## config.mk

```make
export PLATFORM = sky130hd
export DESIGN_NAME = fifo_ingress_ctrl
export DESIGN_NICKNAME = d
export VERILOG_FILES = /design/src/rtl/fifo_pkg.sv /design/src/rtl/fifo_ingress_ctrl_sync_ff.sv /design/src/rtl/fifo_ingress_ctrl.sv
export SDC_FILE = /design/constraint.sdc
export NUM_CORES = 1
export LEC_CHECK = 0
export CAP_MARGIN = 20
export CORE_MARGIN = 2
export CORE_UTILIZATION = 55
export CTS_CLUSTER_SIZE = 10
export DETAILED_ROUTE_END_ITERATION = 16
export PLACE_DENSITY = 0.76
export SLEW_MARGIN = 25
export SYNTH_ARGS = -nofsm -noshare
export SYNTH_HDL_FRONTEND = slang
export SYNTH_SLANG_ARGS = --single-unit
```

## constraint.sdc

```tcl
create_clock -name clk_10KHz -period 5.4 [get_ports clk_10KHz]
set_clock_uncertainty 0.15 [all_clocks]
set_input_delay 0.81 -clock clk_10KHz [delete_from_list [all_inputs] [get_ports clk_10KHz]]
set_output_delay 0.81 -clock clk_10KHz [all_outputs]
set_load 0.005 [all_outputs]
```

## src/rtl/fifo_pkg.sv

```systemverilog
// Shared definitions for the ingress byte queue.
//   ingress_state_t : handshake FSM states toward the deserializer
//   DEPTH_DEF       : default queue depth (entries)
//   DATA_W_DEF      : default byte width
//   PTR_W           : pointer width for the default depth
package fifo_pkg;

  typedef enum logic {
    IDLE     = 1'b0,
    WAIT_LOW = 1'b1
  } ingress_state_t;

  localparam int unsigned DEPTH_DEF  = 8;
  localparam int unsigned DATA_W_DEF = 8;
  localparam int unsigned PTR_W      = $clog2(DEPTH_DEF);

endpackage

```

## src/rtl/fifo_ingress_ctrl_sync_ff.sv

```systemverilog
// Multi-stage flop chain that brings an asynchronous level into the local
// clock domain.
//   clk   : destination clock
//   reset : asynchronous, active-high; clears every stage
//   d     : asynchronous input level
//   q     : synchronised level, STAGES clock edges behind d
module sync_ff #(
  parameter int unsigned STAGES = 2
) (
  input  logic clk,
  input  logic reset,
  input  logic d,
  output logic q
);

  logic [STAGES-1:0] chain;

  always_ff @(posedge clk or posedge reset) begin
    if (reset) begin
      chain <= '0;
    end else begin
      chain[0] <= d;
      for (int unsigned i = 1; i < STAGES; i++) begin
        chain[i] <= chain[i-1];
      end
    end
  end

  assign q = chain[STAGES-1];

endmodule

```

## src/rtl/fifo_ingress_ctrl.sv

```systemverilog
// Byte queue with an integrated 4-phase handshake toward the deserializer.
// Each byte presented on data_ready_in/data_in is captured once, acknowledged
// on ack_out and stored in a circular buffer; each rising edge of dequeue_in
// pops one byte to data_out.
//   clk_10KHz     : queue clock
//   reset         : asynchronous, active-high
//   data_ready_in : deserializer byte valid (foreign domain, level)
//   data_in       : deserializer byte, held stable while data_ready_in=1
//   ack_out       : 4-phase acknowledge back to the deserializer
//   dequeue_in    : pop request (asynchronous level, one pop per rise)
//   data_out      : last popped byte
//   len_out       : current occupancy 0..DEPTH
//   full_out      : len_out == DEPTH
//   empty_out     : len_out == 0
module fifo_ingress_ctrl
  import fifo_pkg::*;
#(
  parameter int unsigned DEPTH       = DEPTH_DEF,
  parameter int unsigned DATA_W      = DATA_W_DEF,
  parameter int unsigned LEN_W       = 8,
  parameter int unsigned SYNC_STAGES = 2
) (
  input  logic              clk_10KHz,
  input  logic              reset,
  input  logic              data_ready_in,
  input  logic [DATA_W-1:0] data_in,
  output logic              ack_out,
  input  logic              dequeue_in,
  output logic [DATA_W-1:0] data_out,
  output logic [LEN_W-1:0]  len_out,
  output logic              full_out,
  output logic              empty_out
);

  localparam int unsigned AW = (DEPTH > 1) ? $clog2(DEPTH) : 1;
  localparam int unsigned CW = $clog2(DEPTH + 1);

  logic              rdy_s;
  logic              deq_s;
  logic              deq_s_d;
  logic              pop_req;
  ingress_state_t    state;
  logic [AW-1:0]     wr_ptr;
  logic [AW-1:0]     rd_ptr;
  logic [CW-1:0]     cnt;
  logic [CW-1:0]     cnt_nxt;
  logic              wr_en;
  logic              rd_en;
  logic [DATA_W-1:0] mem [DEPTH];

  sync_ff #(.STAGES(SYNC_STAGES)) u_sync_rdy (
    .clk   (clk_10KHz),
    .reset (reset),
    .d     (data_ready_in),
    .q     (rdy_s)
  );

  sync_ff #(.STAGES(SYNC_STAGES)) u_sync_deq (
    .clk   (clk_10KHz),
    .reset (reset),
    .d     (dequeue_in),
    .q     (deq_s)
  );

  always_ff @(posedge clk_10KHz or posedge reset) begin
    if (reset) deq_s_d <= 1'b0;
    else       deq_s_d <= deq_s;
  end

  assign pop_req = deq_s & ~deq_s_d;

  // Write and pop are both qualified on the pre-edge flags: a full queue
  // refuses the write (retried next cycle), an empty queue ignores the pop.
  assign wr_en = (state == IDLE) & rdy_s & ~full_out;
  assign rd_en = pop_req & ~empty_out;

  always_comb begin
    cnt_nxt = cnt;
    case ({wr_en, rd_en})
      2'b10:   cnt_nxt = cnt + CW'(1);
      2'b01:   cnt_nxt = cnt - CW'(1);
      default: cnt_nxt = cnt;
    endcase
  end

  always_ff @(posedge clk_10KHz or posedge reset) begin
    if (reset) begin
      state   <= IDLE;
      ack_out <= 1'b0;
    end else begin
      case (state)
        IDLE: begin
          if (wr_en) begin
            ack_out <= 1'b1;
            state   <= WAIT_LOW;
          end
        end
        WAIT_LOW: begin
          if (!rdy_s) begin
            ack_out <= 1'b0;
            state   <= IDLE;
          end
        end
        default: begin
          ack_out <= 1'b0;
          state   <= IDLE;
        end
      endcase
    end
  end

  always_ff @(posedge clk_10KHz or posedge reset) begin
    if (reset) begin
      wr_ptr    <= '0;
      rd_ptr    <= '0;
      cnt       <= '0;
      full_out  <= 1'b0;
      empty_out <= 1'b1;
      data_out  <= '0;
    end else begin
      if (wr_en) wr_ptr <= wr_ptr + AW'(1);
      if (rd_en) begin
        rd_ptr   <= rd_ptr + AW'(1);
        data_out <= mem[rd_ptr];
      end
      cnt       <= cnt_nxt;
      full_out  <= (cnt_nxt == CW'(DEPTH));
      empty_out <= (cnt_nxt == '0);
    end
  end

  // Storage carries no reset; contents are only read after being written.
  always_ff @(posedge clk_10KHz) begin
    if (wr_en) mem[wr_ptr] <= data_in;
  end

  assign len_out = LEN_W'(cnt);

endmodule
```

== After elaboration in Yosys (flattened, before gate mapping) ==
Memory sizes are Yosys's and may differ from the RTL's. A register that Yosys moved wholly into a read port is not among the register bits.
Index checks and enable logic that the tools add are counted.
Cells by class
  bitwise gates (word level): 8
  add/sub/neg operators: 4
  multiplexer cells: 8
  reductions and logical operators: 2
  eq/ne operators: 5
Operators by type and width (count)
  4-bit case mux with 2 select lines: 1
  3-bit by 1-bit adder with 3-bit output (second input constant): 2
  1-bit 2-to-1 mux: 5
  4-bit by 1-bit adder with 4-bit output (second input constant): 1
  1-bit bitwise AND: 4
  4-bit == test (second input constant): 1
  4-bit logical NOT: 1
  2-bit != test (second input constant): 2
  1-bit inverter: 4
  1-bit case mux with 2 select lines: 2
  4-bit by 1-bit subtractor with 4-bit output (second input constant): 1
  2-bit by 1-bit == test with 1-bit output (second input constant): 1
  2-bit == test (second input constant): 1
  2-bit AND reduction: 1
Word-level totals
  RAM bits: 64
  memories kept: 1
  word-level logic and storage cells: 38
  input bits: 12
  output and inout bits: 19
  bits in registers: 19
Memory list
  mem: words 8, width 8, read ports 1, clocked after memory_dff 1, write ports 1, line fifo_ingress_ctrl.sv:49  | logic [DATA_W-1:0] mem [DEPTH];

== Depth between registers and ports, before layout ==
Gate-level depths: netlist of the first run.
  depth after elaboration: 6
  gate-level depth with buffers: 8
  depth with buffers taken out: 8

== Hierarchy ==
A second synthesis of the first run with hierarchy kept.
Unflattened totals
  cells, all modules: 208
  area, all modules: 3611.0 µm²
Modules (own cells, without submodules)
  fifo_ingress_ctrl: area an instance 3503.4 µm², instances 1, cells each 202
  sync_ff: area an instance 53.8 µm², instances 2, cells each 3

== Worst setup path after synthesis of the first run ==
No wires, ideal clock.
  kind: flip-flop to flip-flop
  start: reg state
  end: mem mem[0][0] in the netlist's numbering, enable pin
  stages on the path, launching flop included: 4
  setup slack: 3089 ps
  arrival time: 1766 ps
  data required time: 4855 ps
  cells stage by stage: dfrtp_1 nor3b_4 bufinv_8 nor4_1
On the way
  word-level cells in the longest chain between the ends: 5
Ends and longest elaborated chain
  from (decl): line fifo_ingress_ctrl.sv:42  | ingress_state_t state;
  from (signal assigned): line fifo_ingress_ctrl.sv:88  | state <= IDLE;
  from (signal assigned): line fifo_ingress_ctrl.sv:95  | state <= WAIT_LOW;
  from (signal assigned): line fifo_ingress_ctrl.sv:101  | state <= IDLE;
  1-bit inverter
  1-bit bitwise AND (2 in series): line fifo_ingress_ctrl.sv:74  | assign wr_en = (state == IDLE) & rdy_s & ~full_out;
  1-bit 2-to-1 mux: line fifo_ingress_ctrl.sv:134  | if (wr_en) mem[wr_ptr] <= data_in;
  1-bit 2-to-1 mux (not written as such): line fifo_ingress_ctrl.sv:134
  to (decl): line fifo_ingress_ctrl.sv:49
No other way between the ends.

== Worst setup path after layout of the first run ==
  start: reg empty_out
  end: reg empty_out
On the way
  word-level cells in the longest chain between the ends: 5
  elaborated cells between the ends (all ways): 6
Ends and longest elaborated chain
  from (decl): line fifo_ingress_ctrl.sv:32  | output logic empty_out
  from (signal assigned): line fifo_ingress_ctrl.sv:128  | empty_out <= (cnt_nxt == '0);
  1-bit inverter *: line fifo_ingress_ctrl.sv:75  | assign rd_en = pop_req & ~empty_out;
  1-bit bitwise AND *: line fifo_ingress_ctrl.sv:75
  2-bit by 1-bit == test with 1-bit output / 2-bit == test (equally long branches): line fifo_ingress_ctrl.sv:79  | case ({wr_en, rd_en})
  4-bit case mux with 2 select lines *: line fifo_ingress_ctrl.sv:79
  4-bit logical NOT *: line fifo_ingress_ctrl.sv:128
Every way passes the cells marked *; elsewhere a longest branch is shown, timed or not.
A chain may end at the register's enable or synchronous reset.

==> results.md, run 1 <==
- Slew Limit Fails: 0
- Vias in the first global route: ~1800
- Grt ovf: 0
- Post-synthesis xor/xnor area fraction: 2.617%
- Post-synthesis cell area: between 3000 and 4000 µm²
- Final Critical Period: 2556 ps
- Crit path DAT: between 2000 and 3000 ps
- Synthesized instance count: 204
- Crit share post-route: around 47%
- Maximum clock frequency: between 300 and 400 MHz
- Post-DP HPWL: about 3700 µm
- Later-pin clock latency in the skew report: ~360 ps
- Global-route wire length before repair: about 9600 µm
- Cts hold-fix bufs: 0
- Core area: between 6000 and 7000 µm²
- CP Cell Sequence: or3b_4 -> clkinv_1 -> ha_1 -> nor3b_1 -> or2b_1 -> mux2i_1 -> o21ba_1
- Final net count: around 250
- CP Max Fanout: 21
- CP top delay family: simple AND/OR/NAND/NOR gates
- Leakage: about 1.5 nW
- Site row count: 29
- CTS Root Cell: clkbuf_8
- Status: finished, final reports clean
- Post-CTS Setup Repair Bufs: 0
- Fraction of layout cells with a size suffix above 1: between 15 and 20%
- Area share of and/or/nand/nor cells after synthesis: 6.164%
- WL per Instance: ~18 µm
- Commonest cells after routing, fill and taps aside: 64 x edfxtp_1, 26 x clkdlybuf4s50_1, 25 x dfrtp_1
- Num CTS Buffers: 9
- Crit path buffers/inverters: 1
- Flop2flop setup slack: about 2800 ps
- Initial DRC Count: ~120
- Syn Area/Cell: 17.81 µm²
- Endpoints failing setup: 0
- H-tree levels: 3
- Max stage delay on crit path: 530 ps
- # diodes: 0
- Main combinational cell family by area after synthesis: multiplexers
- Final setup margin: between 2000 and 3000 ps
- Routability congestion estimate from global placement: roughly 0.77
- Hold Path Class: flop to flop
- CTS tree: done
- Sequential power share: a little over half
- Starting Density: between 50% and 60%
- Post-cts sizing count: 0
- Largest net degree at the start of global routing: 28
- Seq/Total Area, Yosys: between 70 and 80%
- Smallest hold slack: 226.9 ps
- Die Y: about 85 µm
- Final core utilization: 64.79%
- CTS max path bufs: 2
- Via density per instance: ~5.5
- Area Overhead vs Synth: 13.88%
- Drt first pass iters: 4
- Clock network fraction of design power: 20.9%
- Fin. Hold Viols: 0
- Max Cap Viol: 0
- Adder-Cell Fraction of Synth Area: between 1 and 1.5%
- Worst-path clk slew: 80 ps
- Least-Margin Pin Slew: a little over 900 ps
- Post-synthesis compound-gate area fraction: between 2 and 3%
- Internal power: approximately 1.4 mW
- Netlist cell types: 38
- Wirelength, routed: approximately 5900 µm
- RSZ-0062 raised after global routing: false
- Power share of the combinational group: about a quarter
- Critical Path RT: 5550 ps
- WS Path Type: flop to flop
- Vias: roughly 1800
- Post-route ant nets: 0
- Switch share: between 20% and 30%
- Slew HR: 37.70%
- Element type at the critical path start: flop
- Most common cell after layout, fill and taps aside: edfxtp_1
- Initial antenna violation count: 0
- CP max stage cell: dfstp_2
- Placement Setup Slack: between 2000 and 3000 ps
- Worst VDD drop: roughly 0.26 mV
- Total die area: a little over 7000 µm²
- YS warnings: 0
- Power Density: 474.3 nW/µm²
- DRC: 0
- Die Span X: approximately 85 µm
- Clock sinks: 91
- Crit path capture type: flop
- GRT Util Overall: a little under a fifth
- Psw: 0.5839 mW
- Top Ports: 31
- Yosys reg bits: 91
- Buffers on Ports: 26
- Multiplexer share of the synthesized area: 12.71%
- Setup TNS: 0 ps
path summary, 6_finish.rpt:
path	endpoint	cells past startpoint	startpoint
max in group asynchronous	rd_ptr[0]	2	reset
worst min-delay path	u_sync_rdy.chain[1]	0	u_sync_rdy.chain[0]
worst max register to register	empty_out	7	empty_out
worst max-delay path	empty_out	7	empty_out
min in group asynchronous	data_out[3]	2	reset
worst min register to register	u_sync_rdy.chain[1]	0	u_sync_rdy.chain[0]
flip-flops by register name, indices dropped and copies added (netlist names):
| signal | cells |
|---|---|
| mem | 64 |
| data_out | 8 |
| cnt | 4 |
| rd_ptr | 3 |
| wr_ptr | 3 |
| u_sync_deq.chain | 2 |
| u_sync_rdy.chain | 2 |
| ack_out | 1 |
| deq_s_d | 1 |
| empty_out | 1 |
| full_out | 1 |
| state | 1 |
power by group through the flow:
stage | logic [mW] | registers (mW) | clock network, mW
2_1_floorplan | 0.417 | 0.958 | 0
3_3_place_gp | 0.518 | 1.05 | 0
3_5_place_dp | 0.525 | 1.05 | 0
4_1_cts | 0.527 | 1.04 | 0.416
5_1_grt | 0.572 | 1.06 | 0.451
6_report | 0.519 | 1.03 | 0.409
metal layers:
layer | global-route usage [%] | vias to the layer above | share of wire (%)
li1 | - | 830 | -
met1 | 24.35 | 872 | 48
met5 | 0 | - | 0
met4 | 8.947 | 0 | 3.1
met3 | 5.642 | 12 | 3.8
met2 | 27.77 | 44 | 45
logic make-up after synthesis:
kind of cell             count (synthesis)
other                                    1
adder cells (fa/ha/maj)                  4
AND/OR/NAND/NOR                         41
buffers and inverters                   15
flip-flops                              91
multiplexers                            26
XOR/XNOR                                10
AO/OA/AOI/OAI                           16
worst register-to-register path: stages (launching register included):
cell      delay (ps)
dfstp_2          530
or3b_4           290
clkinv_1         220
ha_1             420
nor3b_1          300
or2b_1           250
mux2i_1          180
o21ba_1          160
final cells by class:
| type | instances | area (µm²) |
|---|---|---|
| clock buffers | 12 | 145.1 |
| clock inverters | 4 | 27.53 |
| fillers | 446 | 2248 |
| inverters | 4 | 28.78 |
| multi-input cells | 101 | 957.2 |
| flip-flops and latches | 91 | 2600 |
| well taps | 77 | 96.34 |
| repair buffers | 29 | 282.8 |
cells in the mapped netlist (all sizes together):
master   n  share of area [%]
mux2i    9                2.5
mux4    16                9.9
nor4b    1               0.24
nand2   20                2.1
dfstp    1               0.72
nor4     1               0.17
a21oi    3               0.52
o21a     2               0.41
clkinv   1               0.10
ha       4                1.4
xnor2    5                1.2
inv      2               0.21
o22ai    1               0.34
xor2     5                1.4
or2b     1               0.21
bufinv   1               0.48
or3b     1               0.31
dfrtp   26                 18
buf      8                1.6
edfxtp  64                 53
mux2     1               0.31
conb     1               0.10
nor3     4               0.55
and4b    1               0.28
and2b    1               0.24
nor2     6               0.69
nand4    1               0.34
o21ai    9                1.2
nand2b   2               0.34
o21ba    1               0.28
clkbuf   3               0.31
nor3b    2               0.72
stage by stage:
step,power [mW],area [µm²],cells
floorplan,1.375,3645,207
global placement,1.569,3964,302
detailed placement,1.580,3965,302
CTS,1.983,4138,318
global route,2.082,4138,318
finish,1.963,4138,318
Note: power is estimated with default switching activity, not from simulation.
==> inputs of run 2 (changes only) <==
--- a/config.mk
+++ b/config.mk
@@ -7,10 +7,10 @@
 export LEC_CHECK = 0
 export CAP_MARGIN = 20
 export CORE_MARGIN = 2
-export CORE_UTILIZATION = 55
+export CORE_UTILIZATION = 51
 export CTS_CLUSTER_SIZE = 10
 export DETAILED_ROUTE_END_ITERATION = 16
-export PLACE_DENSITY = 0.76
+export PLACE_DENSITY = 0.74
 export SLEW_MARGIN = 25
 export SYNTH_ARGS = -nofsm -noshare
 export SYNTH_HDL_FRONTEND = slang
==> constraint.sdc (replaced) <==
create_clock -name clk_10KHz -period 2.3 [get_ports clk_10KHz]
set_clock_uncertainty 0.15 [all_clocks]
set_input_delay 0.345 -clock clk_10KHz [delete_from_list [all_inputs] [get_ports clk_10KHz]]
set_output_delay 0.345 -clock clk_10KHz [all_outputs]
set_load 0.005 [all_outputs]
==> run 2 against run 1 <==
  * The run now ends with negative setup slack left
  * Non-clock buffer count rose by 16
  * Core utilization fell by 1.2 points
  * Critical path depth rose by 1
  * Sequential share of layout area fell by 3.0 points
  * Final cell count rose by 11%
  * Sequential power rose by 120%
  * Global-route usage fell by 1.2 points
  * Worst hold slack got worse by 26 ps
  * Clock power rose to 2.7 times the previous value
  * First-iteration DRC count fell by 7.3%
  * Via count rose by 5.6%
==> results.md, run 2 (synthesis results as in run 1) <==
- CP Max Fanout: 3
- H-tree levels: 3
- Psw: between 1.5 and 2 mW
- Register area: roughly 2600 µm²
- Vias in the first global route: around 1800
- CTS Root Cell: clkbuf_8
- Post-placement cell area: approximately 4100 µm²
- Final Critical Period: 2303 ps
- Least-Margin Pin Slew: 626.9 ps
- Die Y: just under 90 µm
- # diodes: 0
- Violated checks: negative setup slack
- CP max stage cell: or3b_4
- Cts hold-fix bufs: 0
- Buffers on Ports: 26
- Largest register by flop count: mem
- Fin cells: 353
- CP Cell Sequence: or3b_4 -> nor2_4 -> xor2_1 -> ha_1 -> nor3b_2 -> or2b_1 -> mux2i_1 -> o21ba_1
- Element type at the critical path start: flop
- Worst VDD drop: roughly 0.41 mV
- Later-pin clock latency in the skew report: 360 ps
- Sequential power share: between 40% and 50%
- Hold Path Class: input port to async pin
- Power share of the combinational group: between 30% and 40%
- Site row count: 30
- Worst r2r src: empty_out
- CP top delay family: simple AND/OR/NAND/NOR gates
- DP Cell Count: between 300 and 400
- Leakage: ~1.6 nW
- Crit path DAT: ~2500 ps
- Grt ovf: 0
- Clock sinks: between 90 and 100
- Starting Density: a little over half
- Maximum clock frequency: ~430 MHz
- Status: complete, but fails checks
- GRT Util Overall: approximately 17%
- Area Overhead vs Synth: 19.49%
- Reg2Reg Depth: 8
- Drt first pass iters: 5
- Initial DRC Count: 115
- Post-DP HPWL: 3860 µm
- Max stage delay on crit path: slightly above 400 ps
- WS Path Type: flop to flop
- Top Ports: 31
- Switch share: 31.09%
- Post-route ant nets: 0
- Fin. Hold Viols: 0
- Power Density: about 1100 nW/µm²
- Critical Path Start: empty_out
- Flop2flop setup slack: -3 ps
- Slew Limit Fails: 0
- CTS tree: done
- Fillers: approximately 530
- Worst-path clk slew: ~110 ps
- Largest register FFs: 64
- DRC: 0
- Largest net degree at the start of global routing: 28
- Wirelength, routed: 5997 µm
- Final setup margin: -3.164 ps
- Initial antenna violation count: 0
- Max Cap Viol: 0
- Crit share post-route: 100.1%
- Final net count: roughly 270
- Clock network fraction of design power: between 20 and 25%
- Core area: 6832 µm²
- Die Span X: between 80 and 90 µm
- Setup TNS: -3.164 ps
- Total die area: approximately 7800 µm²
- RSZ-0062 raised after global routing: true
- Most common cell after layout, fill and taps aside: edfxtp_1
- Crit path capture type: flop
- Fraction of layout cells with a size suffix above 1: between 20% and 30%
- Internal power: around 3.3 mW
- Top Registers: mem: 64 flops, data_out: 8 flops, cnt: 4 flops
- Slew HR: between 50 and 60%
- Vias: about 1900
- Reg2reg end: empty_out
- Commonest cells after routing, fill and taps aside: 64 x edfxtp_1, 26 x dfrtp_1, 26 x clkdlybuf4s50_1
- Crit path buffers/inverters: 0
- Critical Path RT: ~2500 ps
- Endpoints failing setup: 1
- Final instance area: 4342 µm²
- Multi-input gate area: 965.9 µm²
- Via density per instance: roughly 5.3
- Num CTS Buffers: 9
- Global-route wire length before repair: approximately 9500 µm
- CTS max path bufs: 2
- WL per Instance: about 17 µm
- Routability congestion estimate from global placement: between 0.7 and 0.8
==> run 2: how the worst max path moves through the flow <==
| stage | to | slack [ps] | cells past startpoint |
|---|---|---|---|
| after floorplan | empty_out | 20 | 7 |
| after global placement | empty_out | 20 | 8 |
| after detailed placement | full_out | -30 | 8 |
| after CTS | empty_out | -20 | 8 |
| after global routing | empty_out | -120 | 8 |
| final | empty_out | -3 | 8 |
==> run 2: final cells by class <==
type | count | area share (%)
timing repair buffer | 45 | 9.568
clock inverter | 7 | 2.046
inverter | 4 | 0.6628
sequential | 91 | 59.86
tap | 96 | 2.767
clock buffer | 9 | 2.853
multi-input combinational | 101 | 22.25
==> run 2: repair_timing <==
| item | 4_1_cts | 5_1_grt |
|---|---|---|
| buffers inserted | 1 | 0 |
| pin swaps | 1 | 2 |
| gates resized for setup | 3 | 0 |
| endpoints found under the setup margin | 2 | 2 |
==> run 2: stage by stage <==
step,util [%],setup WS (ps),hold slack [ps],power (mW)
finish,63.55,-3.164,200.5,4.860
global route,63.55,-116.3,218.8,5.155
CTS,63.55,-17.10,197.4,4.929
detailed placement,60.15,-30.68,187.3,3.820
global placement,60.15,15.76,185.2,3.788
floorplan,-,16.82,181.2,3.233
==> run 2: power by group through the flow <==
| stage | clock network, mW | registers, mW | logic [mW] |
|---|---|---|---|
| global placement | 0 | 2.32 | 1.47 |
| CTS | 1.13 | 2.29 | 1.52 |
| floorplan | 0 | 2.25 | 0.980 |
| detailed placement | 0 | 2.32 | 1.50 |
| finish | 1.09 | 2.29 | 1.48 |
| global route | 1.19 | 2.32 | 1.64 |
==> run 2: worst register-to-register path: stages, from the launching register on <==
cell and delay (ps):
dfstp_2 380, or3b_4 410, nor2_4 110, xor2_1 180, ha_1 270, nor3b_2 180, or2b_1 240, mux2i_1 180
o21ba_1 160
==> run 2: routing by layer <==
metal  share of wire (%)  vias up  track usage [%]
met1                  45      939            22.64
met3                 4.9        4            4.757
met4                0.40        0            6.336
li1                    -      860                -
met2                  50       53            27.55
met5                   0        -                0
==> inputs of run 3 (changes only) <==
--- a/config.mk
+++ b/config.mk
@@ -5,7 +5,6 @@
 export SDC_FILE = /design/constraint.sdc
 export NUM_CORES = 1
 export LEC_CHECK = 0
-export CAP_MARGIN = 20
 export CORE_MARGIN = 2
 export CORE_UTILIZATION = 51
 export CTS_CLUSTER_SIZE = 10
==> results of run 3 <==
The final DEF is identical to that of run 2; final timing and power are the same.
